<file path="config.mk">
export PLATFORM = sky130hd
export DESIGN_NAME = mc_muldiv_flat
export DESIGN_NICKNAME = d
export VERILOG_FILES = /design/src/rtl/mc_muldiv_if.sv /design/src/rtl/mc_muldiv.sv /design/src/flat_wrapper.sv
export SDC_FILE = /design/constraint.sdc
export NUM_CORES = 1
export LEC_CHECK = 0
export CAP_MARGIN = 20
export CORE_ASPECT_RATIO = 1.1
export CORE_MARGIN = 2
export CORE_UTILIZATION = 55
export DETAILED_ROUTE_END_ITERATION = 8
export GPL_TIMING_DRIVEN = 0
export HOLD_SLACK_MARGIN = 0.05
export PLACE_DENSITY = 0.76
export SYNTH_ARGS = -nofsm -noshare
export SYNTH_HDL_FRONTEND = slang
export SYNTH_SLANG_ARGS = --single-unit
export TNS_END_PERCENT = 30
</file>
<file path="constraint.sdc">
create_clock -name clk -period 3.47 [get_ports clk]
set_clock_uncertainty 0.15 [all_clocks]
set_input_delay 0.694 -clock clk [delete_from_list [all_inputs] [get_ports clk]]
set_output_delay 0.694 -clock clk [all_outputs]
set_load 0.02 [all_outputs]
</file>
<file path="src/rtl/mc_muldiv_if.sv">
// Operand/result bundle between the multi-cycle CPU control and the mc_muldiv unit.
interface mc_muldiv_if #(
   parameter int unsigned WIDTH = 32
);
   logic             start;
   logic [1:0]       op;
   logic [WIDTH-1:0] a_data;
   logic [WIDTH-1:0] b_data;
   logic             busy;
   logic             done;
   logic [WIDTH-1:0] hi;
   logic [WIDTH-1:0] lo;

   modport master (
      output start, op, a_data, b_data,
      input  busy, done, hi, lo
   );

   modport slave (
      input  start, op, a_data, b_data,
      output busy, done, hi, lo
   );
endinterface

</file>
<file path="src/rtl/mc_muldiv.sv">
// Radix-2 iterative MULT/MULTU/DIV/DIVU unit producing the HI/LO pair.
// Optional MULDIV_DIVZERO_FAST_EN: a divide by zero skips the iteration phase.
module mc_muldiv #(
   parameter int unsigned WIDTH = 32
) (
   input  logic        clk,
   input  logic        rst_n,
   mc_muldiv_if.slave  bus
);
   localparam int unsigned CNT_W = (WIDTH > 1) ? $clog2(WIDTH) : 1;
   localparam int unsigned P_W   = 2 * WIDTH;

   typedef enum logic [1:0] {
      S_IDLE,
      S_CALC,
      S_FIX,
      S_DONE
   } state_t;

   state_t           state, state_nxt;
   logic [CNT_W-1:0] cnt, cnt_nxt;
   logic             is_div, is_div_nxt;
   logic             dz, dz_nxt;
   logic             sa, sa_nxt;
   logic             sb, sb_nxt;
   logic [WIDTH-1:0] mag_a, mag_a_nxt;
   logic [WIDTH-1:0] mag_b, mag_b_nxt;
   logic [WIDTH:0]   acc_hi, acc_hi_nxt;
   logic [WIDTH-1:0] acc_lo, acc_lo_nxt;
   logic             busy, busy_nxt;
   logic             done, done_nxt;
   logic [WIDTH-1:0] hi, hi_nxt;
   logic [WIDTH-1:0] lo, lo_nxt;

   logic             a_neg_c, b_neg_c, b_zero_c;
   logic [WIDTH:0]   mul_sum_c;
   logic [WIDTH:0]   div_shift_c;
   logic [WIDTH+1:0] div_trial_c;
   logic [P_W-1:0]   prod_c, prod_neg_c;
   logic [WIDTH-1:0] quo_neg_c, rem_neg_c, a_orig_c;

   // Operand sign capture at accept
   assign a_neg_c  = bus.op[0] & bus.a_data[WIDTH-1];
   assign b_neg_c  = bus.op[0] & bus.b_data[WIDTH-1];
   assign b_zero_c = (bus.b_data == '0);

   // Shift-add step: acc_hi is the running upper half, acc_lo holds remaining multiplier bits
   assign mul_sum_c = acc_hi + (acc_lo[0] ? {1'b0, mag_a} : {(WIDTH+1){1'b0}});

   // Restoring-divide step: acc_hi is the partial remainder, acc_lo shifts dividend out / quotient in
   assign div_shift_c = {acc_hi[WIDTH-1:0], acc_lo[WIDTH-1]};
   assign div_trial_c = {1'b0, div_shift_c} - {2'b00, mag_b};

   assign prod_c     = {acc_hi[WIDTH-1:0], acc_lo};
   assign prod_neg_c = P_W'(0) - prod_c;
   assign quo_neg_c  = WIDTH'(0) - acc_lo;
   assign rem_neg_c  = WIDTH'(0) - acc_hi[WIDTH-1:0];
   // Divide by zero returns the dividend untouched; undo the magnitude conversion
   assign a_orig_c   = sa ? (WIDTH'(0) - mag_a) : mag_a;

   always_comb begin
      state_nxt  = state;
      cnt_nxt    = cnt;
      is_div_nxt = is_div;
      dz_nxt     = dz;
      sa_nxt     = sa;
      sb_nxt     = sb;
      mag_a_nxt  = mag_a;
      mag_b_nxt  = mag_b;
      acc_hi_nxt = acc_hi;
      acc_lo_nxt = acc_lo;
      hi_nxt     = hi;
      lo_nxt     = lo;

      case (state)
         S_IDLE: begin
            if (bus.start) begin
               is_div_nxt = bus.op[1];
               dz_nxt     = bus.op[1] & b_zero_c;
               sa_nxt     = a_neg_c;
               sb_nxt     = b_neg_c;
               mag_a_nxt  = a_neg_c ? (WIDTH'(0) - bus.a_data) : bus.a_data;
               mag_b_nxt  = b_neg_c ? (WIDTH'(0) - bus.b_data) : bus.b_data;
               acc_hi_nxt = '0;
               acc_lo_nxt = bus.op[1] ? mag_a_nxt : mag_b_nxt;
               cnt_nxt    = '0;
`ifdef MULDIV_DIVZERO_FAST_EN
               state_nxt  = (bus.op[1] && b_zero_c) ? S_FIX : S_CALC;
`else
               state_nxt  = S_CALC;
`endif
            end
         end
         S_CALC: begin
            if (is_div) begin
               acc_hi_nxt = div_trial_c[WIDTH+1] ? div_shift_c : div_trial_c[WIDTH:0];
               acc_lo_nxt = {acc_lo[WIDTH-2:0], ~div_trial_c[WIDTH+1]};
            end else begin
               acc_hi_nxt = {1'b0, mul_sum_c[WIDTH:1]};
               acc_lo_nxt = {mul_sum_c[0], acc_lo[WIDTH-1:1]};
            end
            cnt_nxt = cnt + CNT_W'(1);
            if (cnt == CNT_W'(WIDTH - 1)) begin
               cnt_nxt   = '0;
               state_nxt = S_FIX;
            end
         end
         S_FIX: begin
            if (is_div) begin
               if (dz) begin
                  hi_nxt = a_orig_c;
                  lo_nxt = '1;
               end else begin
                  hi_nxt = sa ? rem_neg_c : acc_hi[WIDTH-1:0];
                  lo_nxt = (sa ^ sb) ? quo_neg_c : acc_lo;
               end
            end else begin
               {hi_nxt, lo_nxt} = (sa ^ sb) ? prod_neg_c : prod_c;
            end
            state_nxt = S_DONE;
         end
         S_DONE: begin
            state_nxt = S_IDLE;
         end
         default: begin
            state_nxt = S_IDLE;
         end
      endcase

      busy_nxt = (state_nxt == S_CALC) || (state_nxt == S_FIX);
      done_nxt = (state_nxt == S_DONE);
   end

   always_ff @(posedge clk or negedge rst_n) begin
      if (!rst_n) begin
         state  <= S_IDLE;
         cnt    <= '0;
         is_div <= 1'b0;
         dz     <= 1'b0;
         sa     <= 1'b0;
         sb     <= 1'b0;
         mag_a  <= '0;
         mag_b  <= '0;
         acc_hi <= '0;
         acc_lo <= '0;
         busy   <= 1'b0;
         done   <= 1'b0;
         hi     <= '0;
         lo     <= '0;
      end else begin
         state  <= state_nxt;
         cnt    <= cnt_nxt;
         is_div <= is_div_nxt;
         dz     <= dz_nxt;
         sa     <= sa_nxt;
         sb     <= sb_nxt;
         mag_a  <= mag_a_nxt;
         mag_b  <= mag_b_nxt;
         acc_hi <= acc_hi_nxt;
         acc_lo <= acc_lo_nxt;
         busy   <= busy_nxt;
         done   <= done_nxt;
         hi     <= hi_nxt;
         lo     <= lo_nxt;
      end
   end

   assign bus.busy = busy;
   assign bus.done = done;
   assign bus.hi   = hi;
   assign bus.lo   = lo;
endmodule
</file>
<file path="src/flat_wrapper.sv">
// flat-port wrapper written by rule: the top's interface ports become plain ports
module mc_muldiv_flat 
#(
   parameter int unsigned WIDTH = 32
)
  (clk, rst_n, bus_start, bus_op, bus_a_data, bus_b_data, bus_busy, bus_done, bus_hi, bus_lo);
  mc_muldiv_if #(.WIDTH(WIDTH)) bus_i ();
  input  logic clk;
  input  logic rst_n;
  input wire logic [$bits(bus_i.start)-1:0] bus_start;
  input wire logic [$bits(bus_i.op)-1:0] bus_op;
  input wire logic [$bits(bus_i.a_data)-1:0] bus_a_data;
  input wire logic [$bits(bus_i.b_data)-1:0] bus_b_data;
  output wire logic [$bits(bus_i.busy)-1:0] bus_busy;
  output wire logic [$bits(bus_i.done)-1:0] bus_done;
  output wire logic [$bits(bus_i.hi)-1:0] bus_hi;
  output wire logic [$bits(bus_i.lo)-1:0] bus_lo;
  assign bus_i.start = bus_start;
  assign bus_i.op = bus_op;
  assign bus_i.a_data = bus_a_data;
  assign bus_i.b_data = bus_b_data;
  assign bus_busy = bus_i.busy;
  assign bus_done = bus_i.done;
  assign bus_hi = bus_i.hi;
  assign bus_lo = bus_i.lo;
  mc_muldiv #(.WIDTH(WIDTH)) u_core (.clk(clk), .rst_n(rst_n), .bus(bus_i));
endmodule
</file>
[Yosys cells after proc, flatten, opt, wreduce, memory -nomap -nowiden]
Index checks and enable logic that the tools add are counted.
Storage, ports and cells
  register bits: 206
  bits in latches: 0
  RAM bits: 0
  memory bits (read-only): 0
  input port bits: 69
  output and inout bits: 66
  logic and storage cells: 67
  memories: 0
Operators by class
  add/sub/neg operators: 9
  multipliers: 0
  divide/modulo/power cells: 0
  magnitude comparators: 0
  eq/ne operators: 8
  shift operators: 0
  mux-type cells: 25
  bitwise logic cells: 5
  reductions and logical operators: 6
Operators with widths (number)
  $mux W32: 13
  $sub A1 B32 Y32 const A: 5
  $mux W33: 3
  $pmux W33 S2: 1
  $mux W64: 1
  $pmux W32 S2: 1
  $sub A1 B64 Y64 const A: 1
  $sub A33 B32 Y34: 1
  $add A33 B33 Y33: 1
  $logic_not A32 Y1: 1
  $mux W5: 2
  $pmux W5 S2: 1
  $eq A2 B2 Y1 const B: 4
  $pmux W2 S4: 1
  $add A5 B1 Y5 const B: 1
  $eq A5 B5 Y1 const B: 1
  $eq A2 B1 Y1 const B: 2
  $mux W2: 2
  $reduce_and A2 Y1: 2
  $and A1 B1 Y1: 3
  $logic_not A2 Y1: 1
  $ne A2 B2 Y1 const B: 1
  $reduce_bool A2 Y1: 1
  $logic_or A1 B1 Y1: 1
  2 further kinds: 2

[Depth between registers and ports, before layout]
  depth after elaboration: 5
  gate-level depth with buffers: 14
  gate-level depth less buffers: 14

[Worst setup path before layout]
Ideal clock, no wire load.
  path kind: register to register
  start: register u_core.acc_lo[0]
  end: register u_core.acc_hi[30]
  library setup time: 0.124 ns
  data arrival time: 2.910 ns
  required time: 3.196 ns
  setup slack: 0.286 ns
  cell stages (with the launch flop): 13
  path buffers: 1
  period minus slack after synthesis: 3.184 ns
  cell sequence: dfrtp_1 -> clkbuf_1 -> and2_1 -> ha_1 -> o21ai_1 -> o21a_1 -> or4_1 -> a21oi_1 -> o21ai_1 -> a211o_1 -> o21ai_0 -> mux2i_1 -> a211o_1
Between the ends
  cells in the longest elaborated chain, start to end: 4
Ends and longest elaborated chain
  start: declaration: RTL line mc_muldiv.sv:29  | logic [WIDTH-1:0] acc_lo, acc_lo_nxt;
  start signal: assignment: RTL line mc_muldiv.sv:160  | acc_lo <= acc_lo_nxt;
  $mux W32: RTL line mc_muldiv.sv:48  | assign mul_sum_c = acc_hi + (acc_lo[0] ? {1'b0, mag_a} : {(WIDTH+1){1'b0}});
  $add A33 B33 Y33: RTL line mc_muldiv.sv:48
  $mux W33: RTL line mc_muldiv.sv:95  | if (is_div) begin
  $pmux W33 S2: RTL line mc_muldiv.sv:75  | case (state)
  end signal: assignment: RTL line mc_muldiv.sv:159  | acc_hi <= acc_hi_nxt;
  end: declaration: RTL line mc_muldiv.sv:28  | logic [WIDTH:0] acc_hi, acc_hi_nxt;
No other way between the ends.
A chain may end at the register's enable or synchronous reset.

[Final worst setup path]
  start: input port bus_start
  end: register u_core.acc_lo[3]
Between the ends
  cells in the longest elaborated chain, start to end: 2
Ends and longest elaborated chain
  start: declaration: RTL line flat_wrapper.sv:10  | input wire logic [$bits(bus_i.start)-1:0] bus_start;
  $ne A2 B2 Y1 (no source line)
  $reduce_and A2 Y1 (no source line)
No other way between the ends.

==> flow_summary.html <==
<table>
<tr><th>Metric</th><th>Value</th></tr>
<tr><th colspan="2">Outcome</th></tr>
<tr><td>Result of the run</td><td>completed</td></tr>
<tr><th colspan="2">Critical path</th></tr>
<tr><td>Required time of the critical path</td><td>3720 ps</td></tr>
<tr><td>First element of the critical path</td><td>bus_start</td></tr>
<tr><td>R2r startpoint</td><td>u_core.acc_lo[0]$_DFFE_PN0P_</td></tr>
<tr><td>Endpoint kind of the worst setup timing path</td><td>flip-flop</td></tr>
<tr><td>Cell count of the worst reg-to-reg path</td><td>12</td></tr>
<tr><td>Reg2Reg Setup Slack</td><td>20 ps</td></tr>
<tr><td>Worst r2r dst</td><td>u_core.acc_hi[26]$_DFFE_PN0P_</td></tr>
<tr><td>Critical setup path kind</td><td>primary input to flip-flop</td></tr>
<tr><td>CP delay by family, top</td><td>buffers and inverters</td></tr>
<tr><td>Data arrival time of the critical path</td><td>3700 ps</td></tr>
<tr><td>Cell type with the highest occurrence count on the critical path</td><td>sky130_fd_sc_hd__clkbuf_1</td></tr>
<tr><td>Biggest fanout along the worst timing path</td><td>10</td></tr>
<tr><td>Number of buffers and inverters on the critical path</td><td>4</td></tr>
<tr><td>Crit. path cell count</td><td>7</td></tr>
<tr><td>Kind of start point of the critical path</td><td>primary input</td></tr>
<tr><td>Critical-path cell with the highest stage delay</td><td>sky130_fd_sc_hd__clkbuf_1</td></tr>
<tr><td>Termination of the worst setup path</td><td>u_core.acc_lo[3]$_DFFE_PN0P_</td></tr>
<tr><td>Crit-path max cell delay</td><td>780 ps</td></tr>
<tr><td>CP Cell Sequence</td><td>clkdlybuf4s50_1, nor2_1, or2_2, clkbuf_1, clkbuf_1, clkbuf_1, o21ai_0</td></tr>
<tr><th colspan="2">Hold path</th></tr>
<tr><td>Path type of the worst min-delay path</td><td>primary input to asynchronous set/reset pin</td></tr>
<tr><th colspan="2">Placed design</th></tr>
<tr><td>Pre-CTS worst setup slack</td><td>-995 ps</td></tr>
<tr><td>Port Buffers</td><td>132</td></tr>
<tr><td>Number of placed instances, taps included</td><td>2726</td></tr>
<tr><td>Routability congestion estimate from global placement</td><td>1.04</td></tr>
<tr><td>Detailed placement HPWL</td><td>54200 µm</td></tr>
<tr><th colspan="2">Logic synthesis</th></tr>
<tr><td>Post-Syn Area per Cell</td><td>7.98 µm²</td></tr>
<tr><td>Sequential cell area fraction in the yosys report</td><td>29.7%</td></tr>
<tr><td>Top post-synthesis cells by area</td><td>sky130_fd_sc_hd__dfrtp_1 (30%), sky130_fd_sc_hd__xnor2_1 (5.9%), sky130_fd_sc_hd__nand2_1 (5.2%)</td></tr>
<tr><td>Instance count of the mapped netlist</td><td>2173</td></tr>
<tr><td>Flip-flop and latch count after synthesis</td><td>206</td></tr>
<tr><td>Net count after synthesis</td><td>2315</td></tr>
<tr><td>Distinct cell type count of the synthesized netlist</td><td>99</td></tr>
<tr><td>Post-Syn Area</td><td>17300 µm²</td></tr>
<tr><td>Most frequently used cell type in the post-synthesis netlist</td><td>sky130_fd_sc_hd__nand2_1</td></tr>
<tr><td>EDFF count, synth</td><td>0</td></tr>
<tr><td>Warning count from the yosys run</td><td>0</td></tr>
<tr><td>List of most frequent post-synthesis cells</td><td>sky130_fd_sc_hd__nand2_1 (241), sky130_fd_sc_hd__dfrtp_1 (206), sky130_fd_sc_hd__nor2_1 (181)</td></tr>
<tr><td>Async SR Flop Fraction</td><td>100%</td></tr>
<tr><td>Top cell type's share of synthesized area</td><td>29.7%</td></tr>
<tr><td>Primary FF master, synth</td><td>sky130_fd_sc_hd__dfrtp_1</td></tr>
<tr><td>Area leader, netlist</td><td>sky130_fd_sc_hd__dfrtp_1</td></tr>
<tr><th colspan="2">Detailed routing</th></tr>
<tr><td>Avg WL per Cell</td><td>25.5 µm</td></tr>
<tr><td>Vias per cell</td><td>6.58</td></tr>
<tr><td>Total length of routed wires</td><td>71200 µm</td></tr>
<tr><td>Total via count in the routed design</td><td>18400</td></tr>
<tr><td>DRC violations left</td><td>0</td></tr>
<tr><td>Count of nets left with antenna violations after detail routing</td><td>0</td></tr>
<tr><td>Pre-Repair DR Iteration Count</td><td>6</td></tr>
<tr><td>Initial drt markers</td><td>2053</td></tr>
<tr><th colspan="2">Layout</th></tr>
<tr><td>Final-stage net count</td><td>2501</td></tr>
<tr><td>Fin cells</td><td>2796</td></tr>
<tr><td>Diodes inserted</td><td>0</td></tr>
<tr><td>Layout cell share with drive strength beyond 1</td><td>8.46%</td></tr>
<tr><td>Reg area</td><td>5160 µm²</td></tr>
<tr><td>Final core utilization</td><td>66.7%</td></tr>
<tr><td>Total of fill cells in the finished design</td><td>2678</td></tr>
<tr><td>Synth-to-layout area growth</td><td>20.1%</td></tr>
<tr><td>Area of the multi-input gates</td><td>11800 µm²</td></tr>
<tr><th colspan="2">GRT</th></tr>
<tr><td>Antenna violations before repair</td><td>0</td></tr>
<tr><td>Number of global-route vias before repair</td><td>17500</td></tr>
<tr><td>Sum of overflow across all layers after global routing</td><td>0</td></tr>
<tr><td>Total GRT Usage</td><td>42.1%</td></tr>
<tr><td>Global-route wire length before repair</td><td>106000 µm</td></tr>
<tr><td>Largest net degree at the start of global routing</td><td>112</td></tr>
<tr><th colspan="2">Timing</th></tr>
<tr><td>Final max-slew violation count</td><td>0</td></tr>
<tr><td>Transition time at the pin with the least slew margin</td><td>953 ps</td></tr>
<tr><td>Setup Total Neg Slack</td><td>0 ps</td></tr>
<tr><td>Final setup violation count</td><td>0</td></tr>
<tr><td>Slew margin rel.</td><td>36.5%</td></tr>
<tr><td>Post-layout worst setup margin</td><td>16.3 ps</td></tr>
<tr><td>Final hold viol count</td><td>0</td></tr>
<tr><td>Time the worst path needs with I/O delays and setup</td><td>3450 ps</td></tr>
<tr><td>Unrepaired setup endpoints after global routing</td><td>true</td></tr>
<tr><td>Final cycle utilization of the critical path</td><td>99.5%</td></tr>
<tr><td>Fmax</td><td>290 MHz</td></tr>
<tr><th colspan="2">Clocking</th></tr>
<tr><td>CTS Hold Buffers Added</td><td>0</td></tr>
<tr><td>Reg clk slew, reported paths</td><td>60 ps</td></tr>
<tr><td>CTS max path bufs</td><td>3</td></tr>
<tr><td>Worst-Skew Late Latency</td><td>550 ps</td></tr>
<tr><td>TritonCTS Sinks</td><td>206</td></tr>
<tr><td>CTS tree</td><td>done</td></tr>
<tr><td>Number of buffers inserted during clock tree synthesis</td><td>23</td></tr>
<tr><td>Clock root buffer</td><td>sky130_fd_sc_hd__clkbuf_16</td></tr>
<tr><td>Maximum level of the CTS H-tree</td><td>1</td></tr>
<tr><th colspan="2">Flow run</th></tr>
<tr><td>Max-cap viol count</td><td>0</td></tr>
<tr><th colspan="2">Floorplanning</th></tr>
<tr><td>I/O pin count</td><td>135</td></tr>
<tr><td>Horiz. Die Dim</td><td>173 µm</td></tr>
<tr><td>Placeable Area</td><td>31200 µm²</td></tr>
<tr><td>Placement row count</td><td>68</td></tr>
<tr><td>Die Outline Area</td><td>33000 µm²</td></tr>
<tr><td>Initial cell density of the core</td><td>55.5%</td></tr>
<tr><td>Die height</td><td>190 µm</td></tr>
<tr><th colspan="2">Power and ir drop</th></tr>
<tr><td>Areal power density over the cells</td><td>1120 nW/µm²</td></tr>
<tr><td>Gate power share</td><td>66.4%</td></tr>
<tr><td>Switching power share of the total</td><td>51.6%</td></tr>
<tr><td>Sequential cell fraction of total power</td><td>21.8%</td></tr>
<tr><td>Cell leakage power</td><td>8.48 nW</td></tr>
<tr><td>Net switching power</td><td>0.0120 W</td></tr>
<tr><td>Share of power burned in the clock network</td><td>11.8%</td></tr>
<tr><td>Cell Int Power</td><td>0.0113 W</td></tr>
<tr><td>Maximum VDD drop</td><td>0.000627 V</td></tr>
</table>
how the worst min path moves through the flow:
stage                                     to  slack [ps]  cells past startpoint
2_1_floorplan   u_core.acc_hi[0]$_DFFE_PN0P_         250                      0
3_3_place_gp    u_core.bus.hi[9]$_DFFE_PN0N_         310                      2
3_5_place_dp    u_core.bus.hi[9]$_DFFE_PN0N_         310                      2
4_1_cts        u_core.bus.hi[10]$_DFFE_PN0N_         130                      1
5_1_grt         u_core.acc_hi[6]$_DFFE_PN0P_         150                      1
6_report       u_core.acc_hi[22]$_DFFE_PN0P_          80                      1
layout by cell type (no fill, tap or decap), types with 13 or more instances in the layout:
cell                                n
sky130_fd_sc_hd__clkbuf_1         112
sky130_fd_sc_hd__o31ai_1           27
sky130_fd_sc_hd__xnor2_1          115
sky130_fd_sc_hd__nand2_1          239
sky130_fd_sc_hd__dfrtp_1          200
sky130_fd_sc_hd__clkdlybuf4s50_1  131
sky130_fd_sc_hd__nor4_1            14
sky130_fd_sc_hd__nand2b_1          20
sky130_fd_sc_hd__o21ai_1           64
sky130_fd_sc_hd__mux2i_1           75
sky130_fd_sc_hd__a21o_1            25
sky130_fd_sc_hd__o211ai_1          26
sky130_fd_sc_hd__o21a_1            16
sky130_fd_sc_hd__nor2_1           180
sky130_fd_sc_hd__or4_1             22
sky130_fd_sc_hd__o21ai_0          171
sky130_fd_sc_hd__xor2_1            79
sky130_fd_sc_hd__nor3_1            45
sky130_fd_sc_hd__clkbuf_16         24
sky130_fd_sc_hd__a31oi_1           31
sky130_fd_sc_hd__buf_1             16
sky130_fd_sc_hd__inv_1             67
sky130_fd_sc_hd__or3_1             13
sky130_fd_sc_hd__a22oi_1           18
sky130_fd_sc_hd__nor2b_1           13
sky130_fd_sc_hd__and2_1            40
sky130_fd_sc_hd__a211oi_1          20
sky130_fd_sc_hd__a21oi_1          171
sky130_fd_sc_hd__and3_1            15
sky130_fd_sc_hd__buf_4             32
sky130_fd_sc_hd__ha_1              60
sky130_fd_sc_hd__nand3_1           19
routing by layer:
metal / track usage [%] / wire length, µm / up-vias
li1: - / - / 8218
met1: 53.6 / 26900 / 8784
met2: 66.9 / 31600 / 1132
met3: 7.29 / 7430 / 275
met4: 25.7 / 5310 / 0
met5: 0 / 0 / -
power groups by stage:
stage / sequential [W] / clock (W) / combinational [W]
after floorplan: 0.00447 / 0 / 0.00986
after CTS: 0.00490 / 0.00274 / 0.0144
after detailed placement: 0.00493 / 0 / 0.0139
final: 0.00509 / 0.00274 / 0.0155
after global placement: 0.00488 / 0 / 0.0137
after global routing: 0.00509 / 0.00285 / 0.0166
stage by stage:
step | total power (W) | hold WS [ps] | area (µm²)
floorplan | 0.0143 | 248 | 17300
global placement | 0.0186 | 306 | 19200
detailed placement | 0.0188 | 314 | 19200
CTS | 0.0220 | 125 | 20300
global route | 0.0246 | 154 | 20800
finish | 0.0233 | 82.3 | 20800
cell type report:
| type | count | area share [%] |
|---|---|---|
| buffer | 139 | 2.76 |
| clock inverter | 13 | 0.896 |
| timing repair buffer | 165 | 7.74 |
| clock buffer | 29 | 3.11 |
| multi-input combinational | 1750 | 56.8 |
| sequential | 206 | 24.8 |
| tap | 420 | 2.52 |
| inverter | 74 | 1.35 |
timing repair:
item / 4_1_cts / 5_1_grt
setup endpoints to repair: 36 / 53
gates cloned: 0 / 1
resized for setup: 44 / 68
pin swaps: 9 / 31
buffers inserted: 9 / 22
worst reg2reg max path, stage by stage (launching register included):
cell	delay [ps]
sky130_fd_sc_hd__dfrtp_2	540
sky130_fd_sc_hd__clkbuf_16	220
sky130_fd_sc_hd__and2_1	160
sky130_fd_sc_hd__ha_4	290
sky130_fd_sc_hd__o21ai_1	60
sky130_fd_sc_hd__o21a_1	220
sky130_fd_sc_hd__or4_4	480
sky130_fd_sc_hd__a21oi_4	190
sky130_fd_sc_hd__o21ai_2	70
sky130_fd_sc_hd__a211o_1	340
sky130_fd_sc_hd__xnor2_2	320
sky130_fd_sc_hd__o221ai_1	160
sky130_fd_sc_hd__o21ai_1	170
cell families (layout without fill, tap and decap cells):
logic type	after synthesis	in the layout	share of synthesized area, %
XOR/XNOR	195	195	9.85
AO/OA/AOI/OAI	698	698	25.0
adder cells (fa/ha/maj)	73	73	5.36
buffers and inverters	217	420	4.85
flip-flops	206	206	29.7
multiplexers	85	85	5.36
AND/OR/NAND/NOR	699	699	19.8
state kept, by name, summed over array words and instances (netlist names):
signal,cells
u_core.bus.busy,1
u_core.sb,1
u_core.cnt,5
u_core.sa,1
u_core.acc_lo,32
u_core.mag_b,32
u_core.bus.hi,32
u_core.dz,1
u_core.state,2
u_core.bus.done,1
u_core.is_div,1
u_core.bus.lo,32
u_core.acc_hi,33
u_core.mag_a,32
No activity file was read; power rests on OpenSTA's default activity.
==> edit 1, RTL diff (same settings) <==
`WIDTH` is set to 32 in 3 places; all go to 16.
--- a/src/rtl/mc_muldiv_if.sv
+++ b/src/rtl/mc_muldiv_if.sv
@@ -1,6 +1,6 @@
 // Operand/result bundle between the multi-cycle CPU control and the mc_muldiv unit.
 interface mc_muldiv_if #(
-   parameter int unsigned WIDTH = 32
+   parameter int unsigned WIDTH = 16
 );
    logic             start;
    logic [1:0]       op;
--- a/src/rtl/mc_muldiv.sv
+++ b/src/rtl/mc_muldiv.sv
@@ -1,7 +1,7 @@
 // Radix-2 iterative MULT/MULTU/DIV/DIVU unit producing the HI/LO pair.
 // Optional MULDIV_DIVZERO_FAST_EN: a divide by zero skips the iteration phase.
 module mc_muldiv #(
-   parameter int unsigned WIDTH = 32
+   parameter int unsigned WIDTH = 16
 ) (
    input  logic        clk,
    input  logic        rst_n,
--- a/src/flat_wrapper.sv
+++ b/src/flat_wrapper.sv
@@ -1,7 +1,7 @@
 // flat-port wrapper written by rule: the top's interface ports become plain ports
 module mc_muldiv_flat 
 #(
-   parameter int unsigned WIDTH = 32
+   parameter int unsigned WIDTH = 16
 )
   (clk, rst_n, bus_start, bus_op, bus_a_data, bus_b_data, bus_busy, bus_done, bus_hi, bus_lo);
   mc_muldiv_if #(.WIDTH(WIDTH)) bus_i ();
Interface: changed (resized bus_a_data, bus_b_data, bus_hi and bus_lo); port bits go from 135 to 71. The function was not compared with the original's and may differ.
==> edit 1 against the unedited design <==
- register-to-register slack improved by 0.11 ns
- core utilization decreased by 1.4 points
- setup slack got worse by 0.016 ns
- maximum frequency decreased by 0.46%
- routed wire length decreased by 61%
- sequential cell count decreased by 97
- synthesized area decreased by 50%
- power decreased by 55%
- sequential share of layout area increased by 2.7 points
- final cell count decreased by 52%
- first-iteration DRC count decreased by 57%
- final area decreased by 52%
- critical endpoint is now u_core.acc_lo[13]$_DFFE_PN0P_
- largest power group unchanged
==> edit 1: results (changes against the unedited design) <==
status - completed
Port-buffer cells - 69 (-48%)
CP max FO - 5 (-5)
Post-Synth XOR/XNOR Area - 0.0813 (-0.0172)
Worst EP arrival - 3.64 ns (-0.06 ns)
placer congestion estimate - 0.983 (-5.4%)
vias in the first global route - 8090 (-54%)
layout cells sized above 1 - 0.0390 (-0.0456)
latest clock arrival within the worst-skew pair - 0.38 ns (-0.17 ns)
crit path to - u_core.acc_lo[13]$_DFFE_PN0P_
Final Core Density - 0.653 (-0.0137)
Adder-Cell Fraction of Synth Area - 0.0598 (+0.00629)
complex-gate fraction of the synthesized area - 0.244 (-0.00636)
Num CTS Buffers - 9 (-61%)
top cells by area, synth - dfrtp_1 (32%), o21ai_0 (5.9%), ha_1 (5.5%), a21oi_1 (5.2%), xnor2_1 (5.1%)
CP Launch Point - bus_b_data[2]
syn_nets - 1146 (-50%)
dpl ws - -0.230 ns (+0.765 ns)
leakage - 4.12 nW (-51%)
worst-case clock buffer depth - 2 (-1)
router iterations before antenna repair - 5 (-1)
Net Sw Frac - 0.507 (-0.00890)
Reg2Reg Depth - 8 (-4)
first-pass GRT wire length - 43500 um (-59%)
buffers inserted by post-CTS timing repair - 0 (-9)
Tmin final - 3.47 ns (+0.0158 ns)
clk slew on worst S/H paths - 0.08 ns (+0.02 ns)
number of filler cells placed in the layout - 1379 (-49%)
Iter 0 DRT Violations - 873 (-57%)
largest net degree at the start of global routing - 57 (-49%)
worst r2r src - u_core.acc_hi[7]$_DFFE_PN0P_
Critical R2R Capture - u_core.bus.hi[15]$_DFFE_PN0N_
# nets final - 1227 (-51%)
Worst VDD drop - 599 uV (-4.5%)
routed len/inst - 20.4 um (-20%)
post-synthesis mux area share - 0.0548 (+0.00121)
H-tree Lvls - 3 (+2)
max reg flops - 17 (-48%)
Detail Placement HPWL - 21500 um (-60%)
edit 1: final cells by class:
type	count	share of cell area
plain buffers	67	0.0265
clock inverters	7	0.00871
inverters	44	0.0167
multi-input cells	849	0.553
clock buffers	9	0.0227
repair buffers	70	0.0722
well taps	196	0.0248
flip-flops and latches	109	0.275
edit 1: logic make-up after synthesis:
kind of cell / after synthesis
simple gates: 351
compound gates: 334
buf+inv: 111
flops: 109
xor+xnor: 80
mux: 44
fa+ha+maj: 40
edit 1: worst min-delay path by stage:
stage | start | end | slack, ns
final | rst_n | u_core.acc_hi[10]$_DFFE_PN0P_ | 0.23
after detailed placement | u_core.bus.hi[9]$_DFFE_PN0N_ | u_core.bus.hi[9]$_DFFE_PN0N_ | 0.33
after floorplan | rst_n | u_core.acc_hi[0]$_DFFE_PN0P_ | 0.25
after CTS | rst_n | u_core.bus.hi[14]$_DFFE_PN0N_ | 0.27
after global placement | u_core.mag_b[4]$_DFFE_PN0P_ | u_core.mag_b[4]$_DFFE_PN0P_ | 0.31
after global routing | rst_n | u_core.acc_hi[8]$_DFFE_PN0P_ | 0.31
edit 1: metrics by stage:
| stage | TNS, ns | std cells |
|---|---|---|
| floorplan | 0 | 1069 |
| global placement | -298.25 | 1334 |
| detailed placement | -1.53 | 1335 |
| CTS | 0 | 1351 |
| global route | -0.00652 | 1351 |
| finish | 0 | 1351 |
edit 1: power groups by stage:
stage / Combinational (mW) / Sequential [mW] / Clock, mW
2_1_floorplan: 4.89 / 2.42 / 0
5_1_grt: 7.70 / 2.57 / 1.15
4_1_cts: 6.87 / 2.49 / 1.09
6_report: 6.98 / 2.51 / 1.10
3_3_place_gp: 6.72 / 2.50 / 0
3_5_place_dp: 6.81 / 2.51 / 0
edit 1: per-layer routing:
layer  track usage  routed length (um)  up-vias
li1              -                   -     4041
met4         0.176                1340        0
met1         0.465               11900     4068
met3        0.0581                2010       92
met5             0                   0        -
met2         0.520               12400      385
edit 1: critical path, stage by stage:
cell	delay, ns
clkdlybuf4s50_1	0.50
or4_1	0.57
nor4b_1	0.66
a21oi_1	0.19
xor2_1	0.29
nor2_1	0.07
a211oi_1	0.44
o22a_1	0.21
edit 1: timing repair:
item | CTS | global route
hold buffers | 0 | 0
resized for setup | 1 | 8
pin swaps | 0 | 0
endpoints found under the setup margin | 4 | 21
==> edit 2, RTL diff (same flow settings) <==
Made on the original files. The 4 states of `state_t` get a one-hot encoding in 4 bits.
--- a/src/rtl/mc_muldiv.sv
+++ b/src/rtl/mc_muldiv.sv
@@ -10,11 +10,11 @@
    localparam int unsigned CNT_W = (WIDTH > 1) ? $clog2(WIDTH) : 1;
    localparam int unsigned P_W   = 2 * WIDTH;
 
-   typedef enum logic [1:0] {
-      S_IDLE,
-      S_CALC,
-      S_FIX,
-      S_DONE
+   typedef enum logic [3:0] {
+      S_IDLE = 4'b0001,
+      S_CALC = 4'b0010,
+      S_FIX  = 4'b0100,
+      S_DONE = 4'b1000
    } state_t;
 
    state_t           state, state_nxt;
Behaviour: no difference found for any inputs over 10 cycles, from zero or initial values and one cycle with rst_n low; not proved beyond that.
==> edit 2 against the unedited design <==
- the flow now finishes with violations (negative setup slack)
- setup slack lost 0.23 ns
- routed wire length fell by 2.8%
- sequential cell count grew 2
- power decreased by 16%
- maximum frequency down 6.2%
- final area increased by 0.59%
- critical endpoint is now u_core.bus.hi[23]$_DFFE_PN0N_
- synthesized area shrank 1.5%
- synthesized cell count decreased by 2.7%
==> edit 2: results (changes against the unedited design) <==
routed len/inst - 25.2 um (-1.1%)
Worst VDD drop - 514 uV (-18%)
Post-synth top flop - dfrtp_1
router iterations before antenna repair - 7 (+1)
first-pass GRT wire length - 102000 um (-3.1%)
violated checks - negative setup slack
met2 usage - 0.682 (+0.0127)
Num CTS Buffers - 24 (+4.3%)
initial antenna violation count - 1 (+1)
DR top layer - met4
post-synthesis mux area share - 0.0617 (+0.00814)
Via density - 6.55 (-0.50%)
Post-Place Cells - 2662 (-2.3%)
endpoints failing setup - 34 (+34)
# nets final - 2457 (-1.8%)
post-placement cell area - 19000 sq um (-1.3%)
largest net degree at the start of global routing - 128 (+14%)
setup TNS - -3.36 ns (-3.36 ns)
Mapped Cells - 2114 (-2.7%)
Root Buffer Master - clkbuf_16
final worst slack - -0.211 ns (-0.227 ns)
Post-Synth XOR/XNOR Area - 0.0954 (-0.00312)
DR WL met2 - 31800 um (+0.58%)
leakage - 8.77 nW (+3.5%)
sequential element share of the synthesized area - 0.305 (+0.00752)
final WL - 69200 um (-2.8%)
Least-Margin Pin Slew - 1.25 ns (+0.299 ns)
Iter 0 DRT Violations - 2149 (+4.7%)
worst hold path type - register to register
Detail Placement HPWL - 51800 um (-4.5%)
grt met3 use - 0.0792 (+0.00624)
layout cells sized above 1 - 0.115 (+0.0307)
Net Sw Frac - 0.502 (-0.0141)
Adder-Cell Fraction of Synth Area - 0.0544 (+0.000812)
status - finished, violations left
met1 wire length - 25300 um (-5.7%)
CP max FO - 5 (-5)
WL met3 - 6700 um (-9.7%)
GRT Total Usage - 0.418 (-0.00274)
worst-case clock buffer depth - 3 (unchanged)
most instantiated cells after synthesis - nand2_1 (239), dfrtp_1 (207), o21ai_0 (191), a21oi_1 (166), nor2_1 (150)
count of cell types in the netlist - 83 (-16%)
syn_nets - 2256 (-2.5%)
placer congestion estimate - 0.981 (-5.6%)
Port-buffer cells - 133 (+0.76%)
top cells by area, synth - dfrtp_1 (30%), xnor2_1 (5.7%), o21ai_0 (5.6%), nand2_1 (5.3%), ha_1 (5.2%)
complex-gate fraction of the synthesized area - 0.242 (-0.00801)
GR Util met1 - 0.498 (-0.0383)
vias in the first global route - 17623 (+0.82%)
==> edit 2: cell types whose count changed in the layout (fill, tap and decap cells not counted), moves of 17 or more <==
| cell | before | now |
|---|---|---|
| a21o_1 | 25 | 42 |
| a21oi_1 | 171 | 154 |
| mux2_2 | 2 | 26 |
| nand3_1 | 19 | 46 |
| nor2_1 | 180 | 148 |
| o21ai_1 | 64 | 30 |
| o221ai_1 | 7 | 37 |
==> edit 2: timing repair <==
action,in CTS,in global routing
pin swaps,11,27
cloned,0,1
setup endpoints to repair,74,64
resized for setup,71,104
hold buffers,1,0
endpoints found under the hold margin,59,0
buffers inserted,20,25
==> edit 2: per-stage QoR <==
step,util,hold slack (ns),setup WS [ns]
2_1_floorplan,-,0.248,0.0828
3_3_place_gp,0.620,0.310,-7.30
3_5_place_dp,0.621,0.319,-1.12
4_1_cts,0.663,0.331,-0.198
5_1_grt,0.686,0.352,-0.251
6_report,0.686,0.322,-0.211
==> edit 2: cell families after synthesis <==
family | count (synthesis)
multiplexers | 97
XOR/XNOR | 186
AO/OA/AOI/OAI | 655
adder cells (fa/ha/maj) | 73
AND/OR/NAND/NOR | 679
buffers and inverters | 216
flip-flops | 208
==> edit 2: power groups by stage <==
stage               Clock, mW  Sequential [mW]  Combinational, mW
global placement            0             4.11               10.7
detailed placement          0             4.15               10.9
global route             2.97             4.31               13.4
floorplan                   0             3.73               7.95
CTS                      2.87             4.17               11.3
finish                   2.87             4.25               12.5
==> edit 2: cell type report <==
type	instances	area, sq um
antenna	1	2.50
buffer	133	573
clock buffer	33	686
clock inverter	11	198
fill	2570	9570
inverter	76	294
multi-input combinational	1690	11600
sequential	208	5220
tap	414	518
timing repair buffer	182	1800
==> edit 2: path summary, 6_finish.rpt <==
kind,startpoint,slack [ns],end,cells past startpoint
setup / recovery,u_core.acc_lo[18]$_DFFE_PN0P_,-0.21,u_core.bus.hi[23]$_DFFE_PN0N_,11
hold / removal,u_core.bus.hi[6]$_DFFE_PN0N_,0.32,u_core.bus.hi[6]$_DFFE_PN0N_,2
setup reg to reg,u_core.acc_lo[18]$_DFFE_PN0P_,-0.21,u_core.bus.hi[23]$_DFFE_PN0N_,11
hold reg to reg,u_core.bus.hi[6]$_DFFE_PN0N_,0.32,u_core.bus.hi[6]$_DFFE_PN0N_,2
max in group asynchronous,rst_n,1.46,u_core.acc_lo[31]$_DFFE_PN0P_,3
min in group asynchronous,rst_n,0.58,u_core.bus.hi[11]$_DFFE_PN0N_,2
==> edit 2: critical path, stage by stage, from the launching register on <==
cell	delay [ns]
dfrtp_2	0.44
or4_4	0.53
or3_4	0.42
or4_4	0.59
nor3b_4	0.22
buf_6	0.17
nand2_8	0.06
nor2_4	0.22
a21oi_2	0.09
xnor2_1	0.18
o211ai_1	0.35
o21a_1	0.18
